==> src/rtl/calc_pkg.sv <==
// Shared constants and state type for the calculator key sequencer.
// Optional feature macro used by the sequencer: CALC_SEQ_CHAIN_EN.
package calc_pkg;

    localparam logic [4:0] KEY_ADD = 5'h10;
    localparam logic [4:0] KEY_SUB = 5'h11;
    localparam logic [4:0] KEY_MUL = 5'h12;
    localparam logic [4:0] KEY_DIV = 5'h13;
    localparam logic [4:0] KEY_EQ  = 5'h14;
    localparam logic [4:0] KEY_CLR = 5'h15;

    localparam logic [1:0] OP_ADD = 2'b00;
    localparam logic [1:0] OP_SUB = 2'b01;
    localparam logic [1:0] OP_MUL = 2'b10;
    localparam logic [1:0] OP_DIV = 2'b11;

    localparam logic [7:0] RES_DIV0 = 8'hFF;

    typedef enum logic [2:0] {
        IDLE,
        HAVE_A,
        HAVE_OP,
        HAVE_B,
        EXEC,
        DONE
    } calc_seq_state_t;

endpackage

==> src/rtl/calc_key_decode.sv <==
// Combinational classifier for keypad codes: digit / operator / equals / clear.
module calc_key_decode
    import calc_pkg::*;
(
    input  logic [4:0] key_code,
    output logic       is_digit,
    output logic       is_op,
    output logic       is_eq,
    output logic       is_clr,
    output logic [1:0] op
);

    // Operators occupy 0x10..0x13, so the low two bits are the op encoding.
    assign is_digit = ~key_code[4];
    assign is_op    = (key_code[4:2] == 3'b100);
    assign is_eq    = (key_code == KEY_EQ);
    assign is_clr   = (key_code == KEY_CLR);
    assign op       = key_code[1:0];

endmodule

==> src/rtl/calc_key_sequencer.sv <==
// Key-event sequencer driving the calculator operands and latching its result.
// Build option: define CALC_SEQ_CHAIN_EN to chain an operator key onto the last result.
module calc_key_sequencer
    import calc_pkg::*;
#(
    parameter int unsigned CALC_LAT = 1
) (
    input  logic       clk,
    input  logic       rst_n,
    input  logic       key_valid,
    input  logic [4:0] key_code,
    output logic       key_ready,
    output logic [3:0] calc_a,
    output logic [3:0] calc_b,
    output logic [1:0] calc_op,
    input  logic [7:0] calc_result,
    output logic [7:0] res_out,
    output logic       res_valid,
    output logic       err
);

    localparam logic [3:0] LAT_LAST = 4'(CALC_LAT - 1);

    calc_seq_state_t state, state_nxt;
    logic [3:0] calc_a_nxt, calc_b_nxt;
    logic [1:0] calc_op_nxt;
    logic [7:0] res_out_nxt;
    logic       res_valid_nxt, err_nxt;
    logic [3:0] lat_cnt, lat_cnt_nxt;

    logic       is_digit, is_op, is_eq, is_clr;
    logic [1:0] key_op;
    logic       accept;

    calc_key_decode u_decode (
        .key_code (key_code),
        .is_digit (is_digit),
        .is_op    (is_op),
        .is_eq    (is_eq),
        .is_clr   (is_clr),
        .op       (key_op)
    );

    assign key_ready = (state != EXEC);
    assign accept    = key_valid && key_ready;

    // NOTE: every *_nxt gets its hold value first so no path through the case infers a latch.
    always_comb begin
        state_nxt     = state;
        calc_a_nxt    = calc_a;
        calc_b_nxt    = calc_b;
        calc_op_nxt   = calc_op;
        res_out_nxt   = res_out;
        res_valid_nxt = res_valid;
        err_nxt       = err;
        lat_cnt_nxt   = lat_cnt;

        unique case (state)
            IDLE: begin
                if (accept && is_digit) begin
                    calc_a_nxt = key_code[3:0];
                    state_nxt  = HAVE_A;
                end
            end
            HAVE_A: begin
                if (accept && is_digit) begin
                    calc_a_nxt = key_code[3:0];
                end else if (accept && is_op) begin
                    calc_op_nxt = key_op;
                    state_nxt   = HAVE_OP;
                end
            end
            HAVE_OP: begin
                if (accept && is_op) begin
                    calc_op_nxt = key_op;
                end else if (accept && is_digit) begin
                    calc_b_nxt = key_code[3:0];
                    state_nxt  = HAVE_B;
                end
            end
            HAVE_B: begin
                if (accept && is_digit) begin
                    calc_b_nxt = key_code[3:0];
                end else if (accept && is_eq) begin
                    if (calc_op == OP_DIV && calc_b == 4'd0) begin
                        res_out_nxt   = RES_DIV0;
                        res_valid_nxt = 1'b1;
                        err_nxt       = 1'b1;
                        state_nxt     = DONE;
                    end else begin
                        lat_cnt_nxt = 4'd0;
                        state_nxt   = EXEC;
                    end
                end
            end
            EXEC: begin
                if (lat_cnt == LAT_LAST) begin
                    res_out_nxt   = calc_result;
                    res_valid_nxt = 1'b1;
                    err_nxt       = 1'b0;
                    state_nxt     = DONE;
                end else if (lat_cnt != 4'hF) begin
                    lat_cnt_nxt = lat_cnt + 4'd1;
                end
            end
            DONE: begin
                if (accept && is_digit) begin
                    calc_a_nxt    = key_code[3:0];
                    res_valid_nxt = 1'b0;
                    err_nxt       = 1'b0;
                    state_nxt     = HAVE_A;
                end
`ifdef CALC_SEQ_CHAIN_EN
                else if (accept && is_op && !err) begin
                    calc_a_nxt    = res_out[3:0];
                    calc_op_nxt   = key_op;
                    res_valid_nxt = 1'b0;
                    state_nxt     = HAVE_OP;
                end
`endif
            end
            default: state_nxt = IDLE;
        endcase

        // Clear wins over anything above; accept is already low in EXEC.
        if (accept && is_clr) begin
            state_nxt     = IDLE;
            calc_a_nxt    = 4'd0;
            calc_b_nxt    = 4'd0;
            calc_op_nxt   = OP_ADD;
            res_out_nxt   = 8'd0;
            res_valid_nxt = 1'b0;
            err_nxt       = 1'b0;
        end
    end

    // NOTE: sequential state uses non-blocking assignments so all registers update together.
    always_ff @(posedge clk or negedge rst_n) begin
        if (!rst_n) begin
            state     <= IDLE;
            calc_a    <= 4'd0;
            calc_b    <= 4'd0;
            calc_op   <= OP_ADD;
            res_out   <= 8'd0;
            res_valid <= 1'b0;
            err       <= 1'b0;
            lat_cnt   <= 4'd0;
        end else begin
            state     <= state_nxt;
            calc_a    <= calc_a_nxt;
            calc_b    <= calc_b_nxt;
            calc_op   <= calc_op_nxt;
            res_out   <= res_out_nxt;
            res_valid <= res_valid_nxt;
            err       <= err_nxt;
            lat_cnt   <= lat_cnt_nxt;
        end
    end

endmodule

==> config.mk <==
export PLATFORM = sky130hd
export DESIGN_NAME = calc_key_sequencer
export DESIGN_NICKNAME = d
export VERILOG_FILES = /design/src/rtl/calc_pkg.sv /design/src/rtl/calc_key_decode.sv /design/src/rtl/calc_key_sequencer.sv
export SDC_FILE = /design/constraint.sdc
export NUM_CORES = 1
export LEC_CHECK = 0
export BUFFER_PORTS_ARGS = -buffer_cell sky130_fd_sc_hd__buf_2
export CAP_MARGIN = 20
export CORE_MARGIN = 4
export CORE_UTILIZATION = 50
export CTS_CLUSTER_SIZE = 14
export DETAILED_ROUTE_END_ITERATION = 10
export PLACE_DENSITY = 0.76
export SYNTH_ARGS = -nofsm -noshare
export SYNTH_HDL_FRONTEND = slang
export SYNTH_SLANG_ARGS = --single-unit
==> constraint.sdc <==
create_clock -name clk -period 2.1 [get_ports clk]
set_clock_uncertainty 0.1 [all_clocks]
set_input_delay 0.21 -clock clk [delete_from_list [all_inputs] [get_ports clk]]
set_output_delay 0.21 -clock clk [all_outputs]
set_load 0.005 [all_outputs]
==> metrics list, run 1 <==
- The flow ran to the end, and the final reports show no timing, DRC or antenna violations.
* Starting DRT DRC Count: 98
- After the last flow step, the layout net total stands at 202.
* Sw Pwr: between 800 and 900 uW
* Total number of H-tree levels: 1
- Worst path buffer plus inverter count: 1
* Vias after detailed routing: between 1000 and 1500
- The worst pin sits at a relative slew slack of 0.602.
- In this design, the stage delay of the slowest critical-path cell is 0.51 ns.
- RePlAce Congestion: 1.03
* Fraction of final layout cells sized beyond drive strength 1: 0.355
- For this design the top-level I/O count stands at 37.
- Reg2Reg Capture Point: lat_cnt[0]
- Antenna violations before repair: 0
- #FFs+latches synth: 27
- For the pin with the worst max-slew slack, the measured transition is between 0.5 and 0.6 ns.
* Via count of the first global-routing pass: 1273
* Synth warn: 0
* Sw Share: 0.381
* Die boundary height: 62.7 microns
* Chip width: 62.7 microns
- The synthesized design contains 0 enable-type register cells.
* Setup repair after global routing missed its margin: yes
- R2r setup slk: approximately 0.14 ns
* Routed wire per std cell: 16.3 microns
- The detail route stage leaves a number of antenna-violating nets equal to 0.
- Number of I/O port buffers: 36
- Logic depth of the worst path, buffers included: 6
- The number of clock buffers added by TritonCTS is 3.
* Ant. Diodes: 0
* Pre-CTS WS: just over 0.01 ns
* Main synth FF type: dfrtp_1
- Peak fanout along the critical path: 8
- Required arrival time at the worst endpoint: around 2.2 ns
* Fraction of power consumed by sequential logic: 0.421
- In this run the cell area of the synthesized design comes to between 1000 and 1500 sq um.
- Number of cells on the worst hold path: 2
- Gr usage total: 0.188
- Setup violations remaining at the end of the flow were counted as 0.
- Slack of the critical path: 0.139 ns
- The floorplan step defined a die boundary enclosing 3930 sq um.
- Final critical delay including setup and external delays: 1.96 ns
- Pwr per Cell Area: 1250 nW/um^2
- Hold Fails Final Rpt: 0
- Clock slew at reported path FFs: 0.15 ns
- Detailed placement ended at an HPWL of 2630 microns.
- Cell variety after synth: 42
- Hold timing on the final database bottoms out at a slack of 0.0604 ns.
- Leakage power summed over all cells: 0.000840 uW
* Starting utilization of the core area: 0.533
* Internal power component: 1370 uW
- Dividing the final minimum period by the clock period gives 0.934.
- Reg2Reg Launch Point: state[1]
* Proportion of power drawn by combinational gates: 0.476
- # rows: 19
- Worst reg2reg path depth: 6
- Dividing the detail-routed via count by the number of cells gives slightly below 6.
* CORE AREA: 2810 sq um
- Compared with the post-synthesis result, the final layout area differs by 18.1%.
- Of the total power, the clock network draws 0.103.
* Number of nets produced by synthesis: approximately 160
- Worst-skew pair later-pin latency: 0.33 ns
- The critical path goes through nor3b_4 > inv_2 > a31oi_1 > a21oi_1 > or2_0 > mux2_2.
- Standard cell with the maximum stage delay on the critical path: dfrtp_2
- The number of pins exceeding their max-slew limit in the final report came to 0.
* Maximum clock insertion buffer count: 2
- The worst setup path is of the register to register kind.
* Worst hold path type: input pin to register
* Endpoint, Worst Hold: calc_a[3]
- Clock tree synthesis found a total of 27 sinks.
- Largest vdd supply drop: 0.756 mV
- Post-CTS setup buffer count: 0
* Max-capacitance violation count: 0
- Largest net degree at the start of global routing: 28
* Sequential cell area fraction in the yosys report: 0.452
* Number of fill cells in the layout: 242
- In the synthesized netlist, the number of instances is 143.
- Type of element capturing the critical path: register
- Category of cells accounting for the largest share of critical-path delay: simple AND/OR/NAND/NOR gates
* Mean instance size in the synthesized netlist: 10.4 sq um
* Detailed-route DRC error count: 0
* Filler-free cell count of the finished design: 214
- Global route total overflow: 0
* Proportion of register bits with asynchronous set or reset after synthesis: 1.00
- Count of TritonRoute iterations in the first routing pass: 4
- Wire length of the first global-routing pass: between 5000 and 6000 microns
- Fmax: 0.510 GHz
- Hold Crit Start: key_code[3]
* Detailed-route wire length: between 3000 and 4000 microns
- Arrival time of the worst setup path: 2.09 ns
* Post-Place Cells: 209
- Clock tree from TritonCTS: yes
* Type of origin of the critical path: register
- Master cell of the clock root buffer: clkbuf_4
==> per-stage QoR <==
step                      TNS, ns  cell area (sq um)  power (uW)   util
after floorplan                 0               1490        1590      -
after global placement          0               1720        1940  0.612
after detailed placement        0               1720        1960  0.612
after CTS                       0               1760        2200  0.626
after global routing      -0.0388               1760        2400  0.629
final                           0               1760        2210  0.629
==> what timing repair did <==
action / 4_1_cts / 5_1_grt
hold endpoints to repair: 27 / 0
gates resized for setup: 1 / 3
hold buffers: 1 / 0
setup endpoints to repair: 2 / 11
==> cells in the final DEF, fill, tap and decap left out, types with 3 or more instances in the layout <==
master | netlist | final
a21oi_1 | 4 | 4
a2bb2oi_1 | 8 | 8
a31oi_1 | 4 | 4
buf_2 | 2 | 36
buf_4 | 1 | 6
clkbuf_4 | 0 | 3
dfrtp_1 | 27 | 25
inv_1 | 7 | 7
mux2_2 | 10 | 10
nand2_1 | 7 | 7
nand2b_1 | 4 | 4
nand3_1 | 5 | 5
nor2_1 | 6 | 6
nor3_1 | 3 | 3
o21ai_0 | 17 | 16
==> worst max path at each step <==
stage	start	to	slack, ns
final	state[1]	lat_cnt[0]	0.14
after detailed placement	lat_cnt[0]	res_out[2]	0.01
after floorplan	state[1]	lat_cnt[0]	0.26
after CTS	calc_b[1]	res_out[2]	0.08
after global placement	lat_cnt[0]	res_out[7]	0.16
after global routing	lat_cnt[1]	res_out[2]	-0.03
==> Yosys cell counts, types with 2 or more instances <==
| cell | n | share of area |
|---|---|---|
| clkbuf_1 | 3 | 0.0075 |
| nor3_1 | 3 | 0.010 |
| mux2_2 | 10 | 0.075 |
| and3_1 | 2 | 0.0084 |
| a32o_1 | 2 | 0.013 |
| nand3_1 | 5 | 0.017 |
| nand2b_1 | 4 | 0.017 |
| o21ai_0 | 17 | 0.057 |
| a211oi_1 | 2 | 0.010 |
| a31oi_1 | 4 | 0.017 |
| nor4_1 | 2 | 0.0084 |
| a21oi_1 | 4 | 0.013 |
| nand2_1 | 7 | 0.018 |
| inv_1 | 7 | 0.018 |
| a2bb2oi_1 | 8 | 0.047 |
| ha_1 | 2 | 0.017 |
| o211a_1 | 2 | 0.013 |
| dfrtp_1 | 27 | 0.45 |
| o32ai_1 | 2 | 0.012 |
| nor2_1 | 6 | 0.015 |
| buf_2 | 2 | 0.0067 |
| and2_1 | 2 | 0.0084 |
==> power groups by stage <==
stage                     sequential [uW]  combinational [uW]  clock [uW]
after floorplan                       882                 711           0
after global placement                915                1030           0
after detailed placement              922                1040           0
after CTS                             913                1050         237
after global routing                  965                1170         263
final                                 928                1050         228
==> per-layer routing <==
metal	GRT usage	wire length [microns]
met1	0.243	1450
met2	0.318	1790
met3	0.0342	193
met4	0.0634	44
met5	0	0
==> final cells by class <==
| type | count | area (sq um) | share of cell area |
|---|---|---|---|
| clock buffers | 3 | 22.5 | 0.0128 |
| flip-flops and latches | 27 | 678 | 0.384 |
| clock inverters | 1 | 5.00 | 0.00284 |
| multi-input cells | 101 | 754 | 0.428 |
| inverters | 8 | 30.0 | 0.0170 |
| repair buffers | 43 | 235 | 0.133 |
| well taps | 31 | 38.8 | 0.0220 |
==> kinds of logic (layout without fill, tap and decap cells) <==
family,Yosys count,after routing,synth area share
AO/OA/AOI/OAI,49,49,0.239
XOR/XNOR,2,2,0.0117
adder cells (fa/ha/maj),2,2,0.0167
buffers and inverters,15,55,0.0469
flip-flops,27,27,0.452
multiplexers,11,11,0.0821
AND/OR/NAND/NOR,37,37,0.152
==> sequential cells by signal (all words and copies together) (netlist names) <==
register / flops
err: 1
calc_b: 4
calc_a: 4
res_out: 8
res_valid: 1
calc_op: 2
lat_cnt: 4
state: 3
No activity file was read; power rests on OpenSTA's default activity.
==> run 2: changes to the inputs <==
--- a/config.mk
+++ b/config.mk
@@ -7,6 +7,7 @@
 export LEC_CHECK = 0
 export BUFFER_PORTS_ARGS = -buffer_cell sky130_fd_sc_hd__buf_2
 export CAP_MARGIN = 20
+export CORE_ASPECT_RATIO = 1.25
 export CORE_MARGIN = 4
 export CORE_UTILIZATION = 50
 export CTS_CLUSTER_SIZE = 14
==> run 2 against run 1 <==
Via count grew 3.9%. Critical endpoint unchanged. Highest routed layer unchanged. Final area rose by 0.71%. Core utilization rose by 1.5 points.
==> metrics list, run 2 (synthesis gave the netlist of run 1 again) <==
- Relative slew slack: 0.594
- For this configuration, the core starts out at a cell density of 0.541.
* Outcome: finished, final reports clean
* Maximum clock insertion buffer count: 2
- At the end of routability-driven placement, the weighted congestion stood at 0.855.
- Category of cells accounting for the largest share of critical-path delay: simple AND/OR/NAND/NOR gates
- The floorplan has 21 rows.
- Standard cell with the maximum stage delay on the critical path: dfrtp_2
* Number of flip-flops in the largest register: 8
* Required arrival time at the worst endpoint: 2.23 ns
- Fraction of final layout cells sized beyond drive strength 1: 0.353
* Wire length of the first global-routing pass: 5950 microns
- In this run the remaining antenna-violating nets after routing total 0.
- Worst hold path type: input pin to register
- Post-Place Cells: 211
- Type of origin of the critical path: register
* Routed wire per std cell: 16.6 microns
* Slack of the critical path: 0.137 ns
- Starting DRT DRC Count: 44
- Setup violations remaining at the end of the flow were counted as 0.
- Summed over all nets, the half-perimeter wirelength after detailed placement is between 2000 and 3000 microns.
* Global route total overflow: 0
- In the global route stage, overall resource usage came out at 0.185.
- Internal power component: ~1400 uW
* Count of TritonRoute iterations in the first routing pass: 4
* Sw Pwr: 840 uW
* Detailed-route wire length: 3610 microns
- The library cell used most frequently in the layout, excluding fill and tap cells, is buf_2.
* Type of element capturing the critical path: register
- The number of pins exceeding their max-slew limit in the final report came to 0.
* Final critical delay including setup and external delays: 1.96 ns
- Power spread over the standard cell area amounts to 1250 nW/um^2.
- Fmax: slightly above 0.5 GHz
* Stage delay of the slowest cell on the critical path: 0.50 ns
- Pre-CTS WS: 0.106 ns
- Ranked by flip-flop count, first place goes to res_out.
* Filler-free cell count of the finished design: 218
- The die is 69.1 microns tall.
- The die is 56.9 microns wide.
* Worst path buffer plus inverter count: 1
* Antenna violations before repair: 0
- Setup repair after global routing missed its margin: no
- Final hold analysis gives a worst-case slack of 0.0593 ns.
- Master cell of the clock root buffer: clkbuf_4
- After detailed routing, the number of remaining DRC violations is 0.
- At the worst endpoint, the arrival time is 2.09 ns.
- In the routed layout, each cell is associated on average with a via count of 6.08.
- Vias after detailed routing: ~1300
- The share of total power dissipated in combinational logic is 0.483.
- Num ports: 37
- Of the total power, the share spent switching nets is 0.380.
* Number of fill cells in the layout: 236
- CORE AREA: between 2000 and 3000 sq um
- Die area: 3930 sq um
* Worst-skew pair later-pin latency: between 0.3 and 0.4 ns
- Via count of the first global-routing pass: roughly 1300
- Crit-path cells: nor3b_4 > inv_2 > a31oi_1 > a21oi_1 > or2_0 > mux2_2
- In this run the number of H-tree levels came out at 1.
- Part of the cycle the worst path needs: 0.935
- Post-Route Setup TNS: 0 ns
- The setup path with the least slack is of type register to register.
- Largest net degree at the start of global routing: 28
- The number of antenna diodes in the final layout is 0.
- Area Overhead vs Synth: 18.9%
- For met1 alone, demand over resource in global routing was 0.235.
* Nets: 203
* Highest-count cells in the layout ignoring fill and taps: buf_2 (36), dfrtp_1 (26), o21ai_0 (16)
- Most crowded layer after global routing: met2
- Of the total power, registers draw 0.415.
* Clock slew at reported path FFs: approximately 0.15 ns
- Once layout is complete, the utilization of the core stands at 0.644.
* Met3 GRT Util: 0.0299
- Of the total power, the clock network draws 0.102.
- Peak fanout along the critical path: 8
- Met2 routing resource usage after global routing: 0.313
* Num Clock Sinks: 27
- The worst-case IR drop observed on VDD is 0.784 mV.
* Actual transition at the worst max-transition pin: approximately 0.61 ns
- Number of clock buffers inserted by TritonCTS: 3
- The analysis attributes to cell leakage a power of 0.000844 uW.
- Max-capacitance violation count: 0
* Hold Fails Final Rpt: 0
- Clock tree from TritonCTS: yes
- Number of I/O port buffers: 36
run 2: cell count changes in the layout (fill, tap and decap cells not counted), sizes merged:
cell | previous run | this run
clkinv | 1 | 0
buf | 42 | 43
clkbuf | 3 | 4
run 2: what timing repair did:
item	in CTS	in global routing
buffers inserted	0	2
resized for setup	0	4
hold buffers	1	0
endpoints found under the hold margin	27	0
setup endpoints to repair	0	10
run 2: layout make-up:
type	instances	area, sq um	share of cell area
Clock buffer	4	26.3	0.0148
Multi-Input combinational cell	101	758	0.427
Tap cell	34	42.5	0.0239
Sequential cell	27	677	0.381
Timing Repair Buffer	44	243	0.137
Inverter	8	30.0	0.0169
run 2: stage by stage:
stage          total power, uW  instance area [sq um]
5_1_grt                   2390                   1780
2_1_floorplan             1590                   1490
3_5_place_dp              1950                   1710
3_3_place_gp              1910                   1710
6_report                  2210                   1780
4_1_cts                   2180                   1750
run 2: worst paths after layout:
check / start / end / slack, ns / cells after the start
min in group asynchronous: rst_n / lat_cnt[2] / 0.31 / 2
hold / removal: key_code[3] / calc_a[3] / 0.06 / 2
setup reg to reg: state[0] / lat_cnt[0] / 0.14 / 6
hold reg to reg: calc_a[1] / calc_a[1] / 0.43 / 1
max in group asynchronous: rst_n / state[0] / 1.17 / 2
setup / recovery: state[0] / lat_cnt[0] / 0.14 / 6
run 2: worst register-to-register path, stage by stage (launching register included):
cell,delay (ns)
dfrtp_2,0.50
nor3b_4,0.33
inv_2,0.14
a31oi_1,0.16
a21oi_1,0.09
or2_0,0.28
mux2_2,0.27
run 2: metal layers:
metal,part of all wire,vias up
met1,0.41,637
met5,0,-
met2,0.51,60
met3,0.064,12
li1,-,616
met4,0.024,0
run 2: power by group through the flow:
stage | registers [uW] | clock network [uW] | logic [uW]
2_1_floorplan | 882 | 0 | 711
3_3_place_gp | 908 | 0 | 1000
3_5_place_dp | 923 | 0 | 1030
4_1_cts | 915 | 234 | 1030
5_1_grt | 952 | 255 | 1190
6_report | 919 | 226 | 1070
==> run 3: changes to the inputs <==
--- a/config.mk
+++ b/config.mk
@@ -12,6 +12,7 @@
 export CORE_UTILIZATION = 50
 export CTS_CLUSTER_SIZE = 14
 export DETAILED_ROUTE_END_ITERATION = 10
+export MAX_ROUTING_LAYER = met4
 export PLACE_DENSITY = 0.76
 export SYNTH_ARGS = -nofsm -noshare
 export SYNTH_HDL_FRONTEND = slang
==> run 3 against run 2 <==
Critical path depth stayed put. Fmax is 0.29% higher. Core utilization unchanged. Wire length shrank 0.53%. Sequential share of layout area is the same. Largest cell class unchanged.
==> metrics list, run 3 (synthesis gave the netlist of run 1 again) <==
- Outcome: finished, final reports clean
* Category of cells accounting for the largest share of critical-path delay: simple AND/OR/NAND/NOR gates
- Chip width: 56.9 microns
- Relative slew slack: 0.595
* CORE AREA: between 2000 and 3000 sq um
- After the last flow step, the layout net total stands at 203.
- Number of clock buffers inserted by TritonCTS: 3
- The total overflow left after global routing is 0.
- Post-Route Setup TNS: 0 ns
- Master cell of the clock root buffer: clkbuf_4
* Maximum clock insertion buffer count: 2
- Derived from the worst setup path, the maximum achievable clock frequency is between 0.5 and 0.6 GHz.
- For the finished layout, the period the worst path requires is 1.96 ns.
* Number of pins with negative max-slew slack in the final report: 0
* Part of the cycle the worst path needs: 0.932
- Core Util, Final: 0.644
* Post-detailed-route via-to-cell ratio: ~6
- Post-detail-place hpwl: 2670 microns
* Ant. Diodes: 0
- Highest-count cells in the layout ignoring fill and taps: buf_2 (36), dfrtp_1 (26), o21ai_0 (16)
- Wire length of the first global-routing pass: 5950 microns
* Routed wire per std cell: 16.5 microns
- Routability-driven placement finished with a final weighted congestion of 0.869.
- Antenna violation net count after detailed routing: 0
- Starting DRT DRC Count: 49
- Max-cap violations in this run came to 0.
- 37 I/O pins were placed.
- The critical path runs through a total of 6 cells.
- Of the cells placed in the final design, the portion with a size suffix greater than 1 is 0.353.
* Via count of the first global-routing pass: between 1000 and 1500
- The initialized floorplan defines 21 standard-cell rows.
- Worst reg2reg path depth: 6
- For the pin with the worst max-slew slack, the measured transition is 0.607 ns.
- Worst-skew pair later-pin latency: about 0.32 ns
- The slowest stage of the critical path belongs to the cell dfrtp_2.
- After clock tree synthesis, the clock-pin slew on the worst setup and hold paths is ~0.15 ns.
* Crit-path cells: nor3b_4 > inv_2 > a31oi_1 > a21oi_1 > or2_0 > mux2_2
- For this block, the routed nets add up to 3590 microns of wire.
- The worst setup path is captured at a register.
* Num Clock Sinks: 27
- Number of cells on the worst hold path: 2
- Entering global routing, the biggest net connects 28 pins.
- STA puts the critical path data required time at 2.23 ns.
* Total number of H-tree levels: 1
- The critical path is of the register to register type.
- The initial utilization of the core area, before any placement, comes to 0.541.
- The die is 69.1 microns tall.
- Hold Fails Final Rpt: 0
- Number of I/O port buffers: 36
- The worst-case IR drop observed on VDD is 0.786 mV.
- The register with the most flip-flops in the layout has 8 of them.
* Leading cell type in the layout, fill and taps excluded: buf_2
- Along the worst path, the maximum fanout reaches 8.
- Worst path buffer plus inverter count: 1
- Dividing total power by cell area gives a power density of 1240 nW/um^2.
- The analysis attributes to cell leakage a power of approximately 0.00084 uW.
- Area Overhead vs Synth: 18.9%
- Worst hold path type: input pin to register
- At the worst endpoint, the arrival time is 2.08 ns.
* Clock tree from TritonCTS: yes
- Register ranked first by flip-flop count: res_out
- Vias after detailed routing: 1329
- Gr usage total: 0.190
- In this design, the stage delay of the slowest critical-path cell is about 0.49 ns.
- Type of origin of the critical path: register
* Detailed-route DRC error count: 0
- Final setup violation count: 0
* Die area: 3930 sq um
* Count of TritonRoute iterations in the first routing pass: 4
* Antenna violations before repair: 0
- Setup repair after global routing left no endpoint under its margin.
[run 3: power by group]
part / total, uW / internal (uW) / switching (uW) / leakage [uW]
Clock: 221 / 74.2 / 147 / 0.0000150
Combinational: 1070 / 561 / 511 / 0.000506
Sequential: 917 / 738 / 179 / 0.000323
[run 3: worst reg2reg max path, delay by kind of cell, from the launching register on]
family | cells | cell delay (ns)
AO/OA/AOI/OAI | 2 | 0.25
multiplexers | 1 | 0.27
AND/OR/NAND/NOR | 2 | 0.61
buffers and inverters | 1 | 0.14
flip-flops | 1 | 0.49
[run 3: final timing paths]
check	from	to	slack, ns
max in group asynchronous	rst_n	state[0]	1.17
setup / recovery	state[0]	lat_cnt[0]	0.14
hold reg to reg	calc_a[1]	calc_a[1]	0.43
min in group asynchronous	rst_n	lat_cnt[0]	0.31
hold / removal	key_code[3]	calc_a[3]	0.06
setup reg to reg	state[0]	lat_cnt[0]	0.14
[run 3: final cells by class]
class                   instances  area, sq um
clock buffers                   4         26.3
fillers                       236          982
inverters                       8         30.0
multi-input cells             101          758
flip-flops and latches         27          677
well taps                      34         42.5
repair buffers                 44          243
[run 3: what timing repair did]
action / 4_1_cts / 5_1_grt
hold buffers: 1 / 0
gates resized for setup: 0 / 4
endpoints found under the setup margin: 0 / 10
setup buffers: 0 / 2
hold endpoints to repair: 27 / 0
[run 3: per-stage QoR]
stage / power (uW) / hold slack, ns / worst slack [ns] / instance area (sq um) / instances
after floorplan: 1590 / -0.186 / 0.264 / 1490 / 143
after global placement: 1910 / 0.142 / 0.168 / 1710 / 211
after detailed placement: 1950 / 0.151 / 0.106 / 1710 / 211
after CTS: 2180 / 0.0517 / 0.0603 / 1750 / 216
after global routing: 2390 / 0.0498 / 0.00505 / 1780 / 218
final: 2210 / 0.0610 / 0.143 / 1780 / 218
[run 3: layer usage]
metal	wire, microns	GRT usage	vias to the layer above
li1	-	-	616
met1	1450	0.236	645
met2	1870	0.313	58
met3	197	0.0261	10
met4	80	0.0696	0
met5	0	-	-
